<file path="config.mk">
export PLATFORM = sky130hd
export DESIGN_NAME = fetch_stage
export DESIGN_NICKNAME = d
export VERILOG_FILES = /design/src/rtl/fetch_pkg.sv /design/src/rtl/sat_counter.sv /design/src/rtl/fetch_stage.sv
export SDC_FILE = /design/constraint.sdc
export NUM_CORES = 1
export LEC_CHECK = 0
export CORE_UTILIZATION = 49
export DETAILED_ROUTE_END_ITERATION = 16
export PLACE_DENSITY = 0.79
export SYNTH_ARGS = -nofsm -noshare
export SYNTH_HDL_FRONTEND = slang
export SYNTH_SLANG_ARGS = --single-unit
</file>
<file path="constraint.sdc">
create_clock -name clk -period 2.7 [get_ports clk]
set_input_delay 0.405 -clock clk [delete_from_list [all_inputs] [get_ports clk]]
set_output_delay 0.405 -clock clk [all_outputs]
set_load 0.02 [all_outputs]
</file>
<file path="src/rtl/fetch_pkg.sv">
// fetch_pkg: shared definitions for the instruction-fetch stage.
//   NOP_INSTR        - canonical RISC-V NOP (addi x0,x0,0) placed in IF/ID when empty
//   DEFAULT_RESET_PC - PC loaded on reset unless overridden
//   fetch_state_t    - fetch FSM states
//   align_pc()       - forces a target address to word alignment
package fetch_pkg;

    localparam logic [31:0] NOP_INSTR        = 32'h0000_0013;
    localparam logic [31:0] DEFAULT_RESET_PC = 32'h0000_0000;

    typedef enum logic [1:0] {
        ST_REQ   = 2'd0,
        ST_WAIT  = 2'd1,
        ST_HOLD  = 2'd2,
        ST_DRAIN = 2'd3
    } fetch_state_t;

    function automatic logic [31:0] align_pc(input logic [31:0] addr);
        return {addr[31:2], 2'b00};
    endfunction

endpackage

</file>
<file path="src/rtl/sat_counter.sv">
// sat_counter: saturating up-counter with synchronous active-high reset.
//   clk    in  clock
//   reset  in  synchronous reset, clears count
//   en     in  increment enable
//   count  out current value, sticks at all-ones
module sat_counter #(
    parameter int unsigned WIDTH = 32
) (
    input  logic             clk,
    input  logic             reset,
    input  logic             en,
    output logic [WIDTH-1:0] count
);

    logic [WIDTH-1:0] r_count;

    always_ff @(posedge clk) begin
        if (reset) begin
            r_count <= '0;
        end else if (en && (r_count != '1)) begin
            r_count <= r_count + WIDTH'(1);
        end
    end

    assign count = r_count;

endmodule

</file>
<file path="src/rtl/fetch_stage.sv">
// fetch_stage: instruction-fetch stage. Owns the PC, issues one outstanding
// request at a time to instruction memory, loads the IF/ID register, buffers a
// response that arrives during a stall, and drains stale responses on redirect.
// Optional feature macro: FETCH_PERF_EN enables the bubble_cycles counter.
//   clk, reset           clock, synchronous active-high reset
//   stall                hold IF/ID and PC
//   redirect_valid/_pc   EX-stage taken branch/jump and its target
//   imem_req_valid/_ready/imem_addr   request channel
//   imem_rsp_valid/_data               response channel (in order, one per request)
//   if_id_pc/_instr/_valid             IF/ID pipeline register
//   bubble_cycles        count of unstalled bubble loads (0 without FETCH_PERF_EN)
module fetch_stage
    import fetch_pkg::*;
#(
    parameter logic [31:0] RESET_PC = DEFAULT_RESET_PC
) (
    input  logic        clk,
    input  logic        reset,
    input  logic        stall,
    input  logic        redirect_valid,
    input  logic [31:0] redirect_pc,
    output logic        imem_req_valid,
    input  logic        imem_req_ready,
    output logic [31:0] imem_addr,
    input  logic        imem_rsp_valid,
    input  logic [31:0] imem_rsp_data,
    output logic [31:0] if_id_pc,
    output logic [31:0] if_id_instr,
    output logic        if_id_valid,
    output logic [31:0] bubble_cycles
);

    fetch_state_t r_state;
    logic [31:0]  r_pc;
    logic [31:0]  r_hold_pc;
    logic [31:0]  r_hold_instr;
    logic [31:0]  r_ifid_pc;
    logic [31:0]  r_ifid_instr;
    logic         r_ifid_valid;

    logic [31:0]  w_pc_plus4;
    logic [31:0]  w_redirect_pc;
    logic         w_deliver;
    logic         w_release;
    logic         w_load;
    logic [31:0]  w_load_pc;
    logic [31:0]  w_load_instr;
    logic         w_accept;

    always_comb begin
        w_pc_plus4    = r_pc + 32'd4;
        w_redirect_pc = align_pc(redirect_pc);
        w_deliver     = (r_state == ST_WAIT) && imem_rsp_valid && !stall && !redirect_valid;
        w_release     = (r_state == ST_HOLD) && !stall && !redirect_valid;
        w_load        = w_deliver || w_release;
        w_load_pc     = w_release ? r_hold_pc    : r_pc;
        w_load_instr  = w_release ? r_hold_instr : imem_rsp_data;
        // A delivering WAIT cycle issues the next request straight away at pc+4,
        // which is what keeps zero-wait memory at one instruction per cycle.
        imem_req_valid = (r_state == ST_REQ) || w_deliver;
        imem_addr      = (r_state == ST_WAIT) ? w_pc_plus4 : r_pc;
        w_accept       = imem_req_valid && imem_req_ready;
    end

    always_ff @(posedge clk) begin
        if (reset) begin
            r_state      <= ST_REQ;
            r_pc         <= RESET_PC;
            r_hold_pc    <= '0;
            r_hold_instr <= NOP_INSTR;
        end else begin
            unique case (r_state)
                ST_REQ: begin
                    if (redirect_valid) begin
                        r_pc    <= w_redirect_pc;
                        // A request accepted this cycle is now stale.
                        r_state <= w_accept ? ST_DRAIN : ST_REQ;
                    end else if (w_accept) begin
                        r_state <= ST_WAIT;
                    end
                end
                ST_WAIT: begin
                    if (redirect_valid) begin
                        r_pc    <= w_redirect_pc;
                        // Without the response in hand it is still in flight.
                        r_state <= imem_rsp_valid ? ST_REQ : ST_DRAIN;
                    end else if (imem_rsp_valid) begin
                        if (stall) begin
                            r_hold_pc    <= r_pc;
                            r_hold_instr <= imem_rsp_data;
                            r_state      <= ST_HOLD;
                        end else begin
                            r_pc    <= w_pc_plus4;
                            r_state <= w_accept ? ST_WAIT : ST_REQ;
                        end
                    end
                end
                ST_HOLD: begin
                    if (redirect_valid) begin
                        r_pc    <= w_redirect_pc;
                        r_state <= ST_REQ;
                    end else if (!stall) begin
                        r_pc    <= w_pc_plus4;
                        r_state <= ST_REQ;
                    end
                end
                ST_DRAIN: begin
                    if (redirect_valid) begin
                        r_pc <= w_redirect_pc;
                    end
                    if (imem_rsp_valid) begin
                        r_state <= ST_REQ;
                    end
                end
                default: r_state <= ST_REQ;
            endcase
        end
    end

    // IF/ID priority: redirect flush > stall hold > load > bubble.
    always_ff @(posedge clk) begin
        if (reset || redirect_valid) begin
            r_ifid_pc    <= '0;
            r_ifid_instr <= NOP_INSTR;
            r_ifid_valid <= 1'b0;
        end else if (stall) begin
            r_ifid_pc    <= r_ifid_pc;
            r_ifid_instr <= r_ifid_instr;
            r_ifid_valid <= r_ifid_valid;
        end else if (w_load) begin
            r_ifid_pc    <= w_load_pc;
            r_ifid_instr <= w_load_instr;
            r_ifid_valid <= 1'b1;
        end else begin
            r_ifid_pc    <= '0;
            r_ifid_instr <= NOP_INSTR;
            r_ifid_valid <= 1'b0;
        end
    end

    assign if_id_pc    = r_ifid_pc;
    assign if_id_instr = r_ifid_instr;
    assign if_id_valid = r_ifid_valid;

`ifdef FETCH_PERF_EN
    logic        w_bubble;
    logic [31:0] w_bubble_cnt;

    assign w_bubble = !redirect_valid && !stall && !w_load;

    sat_counter #(
        .WIDTH(32)
    ) u_bubble_cnt (
        .clk   (clk),
        .reset (reset),
        .en    (w_bubble),
        .count (w_bubble_cnt)
    );

    assign bubble_cycles = w_bubble_cnt;
`else
    assign bubble_cycles = '0;
`endif

endmodule

</file>
==> results of run 1 <==
## layer usage
metal / global-route usage / vias to the layer above / part of all wire
met5: 0 / - / 0
met4: 0.106 / 0 / 0.021
met3: 0.0477 / 38 / 0.067
met2: 0.420 / 367 / 0.47
met1: 0.354 / 3463 / 0.44
li1: - / 3591 / -
## Yosys cell counts (3+ instances only)
cell type  instances  area, µm²
inv_1              7       26.3
nand3_1           21        105
a211oi_1           5       37.5
or3_1              7       43.8
and4_1             3       26.3
buf_2             11       55.1
clkbuf_8           3       41.3
buf_6             10        113
xor2_1             8       70.1
nand2b_1           3       18.8
nand4_1            9       56.3
ha_1               5       62.6
dfxtp_1          157       3140
nand2_1          226        848
o21ai_0           16       80.1
nor2_1            41        154
o22ai_1            7       43.8
xnor2_1           26        228
buf_4             41        308
a22o_1             4       35.0
a31oi_1            9       56.3
and2_1             5       31.3
nor4_1             9       56.3
a22oi_1           68        510
and3_1             4       25.0
a21oi_1          136        681
mux2i_1            5       50.1
o211ai_1           3       22.5
clkbuf_1          58        218
nor3_1             9       45.0
## critical path, stage by stage (launching register included)
cell           delay [ps]
dfxtp_4               370
buf_4                 110
and4_4                230
nand4_4               140
or2_2                 330
nor2_1                120
xor2_1                200
dlygate4sd2_1         360
## where the power goes
part / internal, W / switching (W)
Combinational: 0.000387 / 0.000559
Clock: 0.00147 / 0.000938
Sequential: 0.00238 / 0.0000509
## final cells by class
type	instances	share of cell area
Multi-Input combinational cell	707	0.386
Sequential cell	157	0.311
Timing Repair Buffer	239	0.218
Clock buffer	21	0.0444
Tap cell	188	0.0232
Clock inverter	11	0.0141
Inverter	9	0.00333
## through the flow
| stage | power, W | util | instances |
|---|---|---|---|
| after floorplan | 0.00307 | - | 999 |
| after global placement | 0.00341 | 0.624 | 1296 |
| after detailed placement | 0.00342 | 0.624 | 1296 |
| after CTS | 0.00578 | 0.665 | 1331 |
| after global routing | 0.00597 | 0.667 | 1332 |
| final | 0.00579 | 0.667 | 1332 |
## cell families after synthesis
kind of cell / share of synthesized area
adders and majority gates: 0.00820
muxes: 0.00952
AOI/OAI and AO/OA: 0.209
buffers and inverters: 0.103
and+or+nand+nor: 0.218
DFF: 0.412
other: 0.000492
xor gates and xnor gates: 0.0391
## sequential cells by signal, summed over array words and instances, names as in the netlist
signal	count
if_id_pc	30
if_id_valid	1
r_hold_instr	32
if_id_instr	32
r_state	2
r_pc	30
r_hold_pc	30
## timing repair
action                                 4_1_cts  5_1_grt
setup buffers                                3        1
hold buffers                                 0        0
endpoints found under the hold margin        0        0
gates resized for setup                     59       31
pin swaps                                    2        3
setup endpoints to repair                   25       23
## worst max-delay path by stage
stage / end / startpoint / cells after the start / slack, ps
4_1_cts: imem_addr[28] / r_pc[2] / 9 / -80
6_report: imem_addr[17] / r_pc[2] / 7 / 10
3_3_place_gp: imem_addr[28] / r_pc[3] / 8 / 30
5_1_grt: imem_addr[21] / r_state[1] / 6 / -80
3_5_place_dp: imem_addr[28] / r_pc[3] / 8 / 30
2_1_floorplan: imem_addr[28] / r_pc[2] / 6 / 440
==> flow_summary_export.csv, run 1 <==
group,metric,value,unit
logic_synthesis,async_flop_share,0,
clock_network,cts.sinks,157,
die,die_w,127,µm
placed_design,gp_congestion,0.852,
die,ioPinCount,200,
critical_path,worstReg2RegStart,"r_state[0]",
placed_design,port_buffers,161,
timing,setup_viol,0,
placed_design,dpl_cell_area,9490,µm²
critical_path,end_kind,"primary output",
timing,period_minus_slack,2690,ps
clock_network,clk_pin_slew_worst_paths,60,ps
timing,finalClockSkew,7.92,ps
timing,fin_tns_setup,0,ps
layout,fin_area,10100,µm²
layout,nFillCells,1284,
critical_path,start_kind,"register",
critical_path,worstPathRequired,2300,ps
timing,max_freq,0.372,GHz
layout,nNetsFinal,1206,
worst_hold_path,hold_end,"if_id_pc[18]",
die,floorplan.die_area,16100,µm²
critical_path,reg2reg_to,"r_pc[16]",
clock_network,cts_tree,"done",
logic_synthesis,syn_area_per_cell,7.91,µm²
timing,slew_viol_final,0,
layout,final_common_cell,"nand2_1",
routing,routed_wl,21400,µm
worst_hold_path,worstHoldStart,"stall",
layout,layout_common_cells,"225 x nand2_1, 154 x dfxtp_1, 136 x a21oi_1, 132 x clkdlybuf4s50_1, 73 x buf_4",
timing,slew_headroom,0.581,
timing,rsz0062_at_grt,"yes",
logic_synthesis,syn_area,7620,µm²
clock_network,clockRootBuffer,"clkbuf_16",
logic_synthesis,synth-main-ff-cell,"dfxtp_1",
timing,worstMarginPinSlew,629,ps
critical_path,path_class,"register to primary output",
clock_network,clockBufferDepth,2,
die,start_util,0.502,
critical_path,worstPathArrival,2280,ps
routing,drt-pass1-iter-count,6,
logic_synthesis,ys_types,67,
pwr,p_per_area,571,nW/µm²
die,core_area,15200,µm²
logic_synthesis,ys_warn_count,0,
logic_synthesis,synth-edff-count,0,
routing,vias,7459,
global_routing,grt_max_degree,55,
placed_design,hpwl,14300,µm
layout,antennaDiodeCount,0,
pwr,irDropWorstVdd,0.000606,V
layout,drive_gt1_frac,0.141,
global_routing,track_usage,0.264,
logic_synthesis,ys_ff_latch,157,
clock_network,clock_latency,420,ps
timing,worst_slack,11.7,ps
clock_network,cts_buffers,17,
outcome,status,"finished clean",
critical_path,ff2ff_path_depth,6,
pwr,p_leak,3.67,nW
run,cap_violations,0,
timing,finalCritPeriodShare,0.996,
clock_network,htree_levels,4,
worst_hold_path,hold_class,"input pin to register",
global_routing,antenna_found_initial,0,
layout,register_area,3150,µm²
timing,hold_violations,0,
routing,wire_per_inst,16.1,µm
die,rows,45,
global_routing,gr-total-overflow,0,
worst_hold_path,hold_depth,3,
routing,drtIter0Drc,516,
global_routing,grt_pass1_vias,6798,
critical_path,rrSetupSlack,500,ps
routing,route.detailed.drc,0,
die,die_h,127,µm
logic_synthesis,netlist_instances,964,
routing,ant_nets,0,
layout,multi_input_area,3920,µm²
layout,area_growth,33.0,%
timing,whs,331,ps
routing,vias_per_cell,5.60,
critical_path,path_max_fanout,3,
placed_design,dp_slack,29.1,ps
global_routing,grt_pass1_wl,33600,µm
logic_synthesis,ys_seq_area_frac,0.412,
Note: power is estimated with default switching activity, not from simulation.
==> inputs of run 2 (changes only) <==
--- a/config.mk
+++ b/config.mk
@@ -6,4 +6,5 @@
 export NUM_CORES = 1
 export LEC_CHECK = 0
+export CORE_MARGIN = 3
 export CORE_UTILIZATION = 49
 export DETAILED_ROUTE_END_ITERATION = 16
==> constraint.sdc (replaced) <==
create_clock -name clk -period 2.7 [get_ports clk]
set_input_delay 0.405 -clock clk [delete_from_list [all_inputs] [get_ports clk]]
set_output_delay 0.405 -clock clk [all_outputs]
set_load 0.01 [all_outputs]
==> run 2 against run 1 <==
The run now ends with negative setup slack left. Maximum frequency decreased by 2.8%. Flip-flop and latch count unchanged. Power increased by 1.1%.
==> flow_summary_export.csv, run 2 (synthesized netlist as in run 1, its figures left out) <==
group,metric,value,unit
timing,worstMarginPinSlew,861,ps
critical_path,path_max_fanout,8,
global_routing,grt_pass1_vias,7148,
critical_path,start_kind,"register",
critical_path,end_kind,"primary output",
pwr,irDropWorstVdd,0.000463,V
clock_network,clockBufferDepth,2,
critical_path,path_cells,"buf_6, nand4_1, buf_4, nor4_4, buf_4, buf_4, nand3_4, nor2_2, xor2_1, buf_2",
critical_path,rrSetupSlack,330,ps
layout,instances_no_fill,1329,
outcome,status,"complete, but fails checks",
global_routing,grt_pass1_wl,34900,µm
layout,drive_gt1_frac,0.152,
critical_path,worstPathRequired,2300,ps
die,die_w,131,µm
critical_path,critPathTopFamily,"buffers and inverters",
routing,vias_per_cell,5.66,
placed_design,gp_congestion,0.913,
global_routing,grt_max_degree,93,
critical_path,worstPathArrival,2360,ps
global_routing,antenna_found_initial,0,
timing,finalCritPeriodShare,1.02,
clock_network,clock_latency,430,ps
timing,slew_headroom,0.424,
layout,antennaDiodeCount,0,
critical_path,path_class,"register to primary output",
critical_path,reg2reg_to,"r_hold_instr[20]",
routing,wire_per_inst,16.9,µm
clock_network,clk_pin_slew_worst_paths,60,ps
worst_hold_path,hold_class,"input pin to register",
placed_design,post-place-cells,1286,
routing,vias,7528,
run,cap_violations,0,
die,rows,44,
global_routing,gr-total-overflow,0,
timing,rsz0062_at_grt,"yes",
die,ioPinCount,200,
worst_hold_path,hold_depth,3,
clock_network,cts_buffers,17,
clock_network,htree_levels,4,
die,die_h,131,µm
global_routing,track_usage,0.256,
routing,ant_nets,0,
timing,max_freq,0.362,GHz
die,core_area,14900,µm²
clock_network,cts_tree,"done",
placed_design,dpl_cell_area,9430,µm²
critical_path,path_buf_inv,5,
timing,setup_viol,2,
timing,period_minus_slack,2770,ps
layout,area_growth,35.3,%
timing,worst_slack,-66.0,ps
placed_design,port_buffers,161,
worst_hold_path,hold_end,"if_id_pc[25]",
die,floorplan.die_area,17100,µm²
layout,nNetsFinal,1207,
die,start_util,0.513,
timing,finalClockSkew,15.7,ps
critical_path,slowest_stage,"dfxtp_2",
layout,fin_area,10300,µm²
worst_hold_path,worstHoldStart,"stall",
outcome,violations,"negative setup slack",
pwr,p_per_area,567,nW/µm²
timing,hold_violations,0,
critical_path,crit_top_cell,"buf_4",
routing,drtIter0Drc,685,
routing,routed_wl,22400,µm
critical_path,worstReg2RegStart,"r_state[0]",
clock_network,cts.sinks,157,
routing,route.detailed.drc,0,
placed_design,dp_slack,46.5,ps
layout,layout_common_cells,"225 x nand2_1, 149 x dfxtp_1, 136 x a21oi_1, 136 x clkdlybuf4s50_1, 68 x a22oi_1",
critical_path,ff2ff_path_depth,7,
pwr,p_leak,3.80,nW
placed_design,hpwl,14500,µm
routing,drt-pass1-iter-count,7,
clock_network,clockRootBuffer,"clkbuf_16",
layout,final_common_cell,"nand2_1",
timing,slew_viol_final,0,
critical_path,max_stage_delay,340,ps
## run 2: tightest hold or removal path: cells and delay by family
family                 cells  cell delay [ps]
AO/OA/AOI/OAI              1               50
buffers and inverters      1              210
AND/OR/NAND/NOR            1               90
## run 2: through the flow
step                setup TNS [ps]   util  power (W)  hold slack [ps]
floorplan                        0      -    0.00301              436
global placement                 0  0.634    0.00334              442
detailed placement               0  0.634    0.00335              447
CTS                           -457  0.684    0.00583              370
global route                  -565  0.694    0.00603              378
finish                       -80.6  0.694    0.00585              375
## run 2: how the worst max path moves through the flow
stage,start,endpoint,slack (ps),cells after the start
floorplan,r_pc[2],imem_addr[28],590,6
global route,r_pc[10],imem_addr[30],-120,10
detailed placement,r_pc[3],imem_addr[20],50,8
CTS,r_pc[3],imem_addr[21],-170,7
finish,r_pc[10],imem_addr[30],-70,10
global placement,r_pc[2],imem_addr[29],90,7
## run 2: layout make-up
class,count,area [µm²]
fillers,1187,4550
multi-input cells,707,4020
flip-flops and latches,157,3150
repair buffers,240,2270
clock buffers,21,460
well taps,184,230
clock inverters,11,156
inverters,9,35.0
## run 2: repair_timing
action / CTS / global route
endpoints found under the setup margin: 23 / 24
hold buffers: 0 / 0
buffers inserted: 8 / 4
pin swaps: 6 / 11
gates resized for setup: 65 / 41
## run 2: per-layer routing
metal	vias to the layer above	track usage	wire length, µm
li1	3594	-	-
met4	0	0.105	401
met3	39	0.0504	1920
met5	-	0	0
met1	3515	0.332	9420
met2	380	0.418	10700
## run 2: where the power goes
part	internal (W)	total [W]	switching, W
logic	0.000400	0.000921	0.000521
clock network	0.00152	0.00251	0.000990
registers	0.00238	0.00243	0.0000472
total	0.00430	0.00585	0.00156
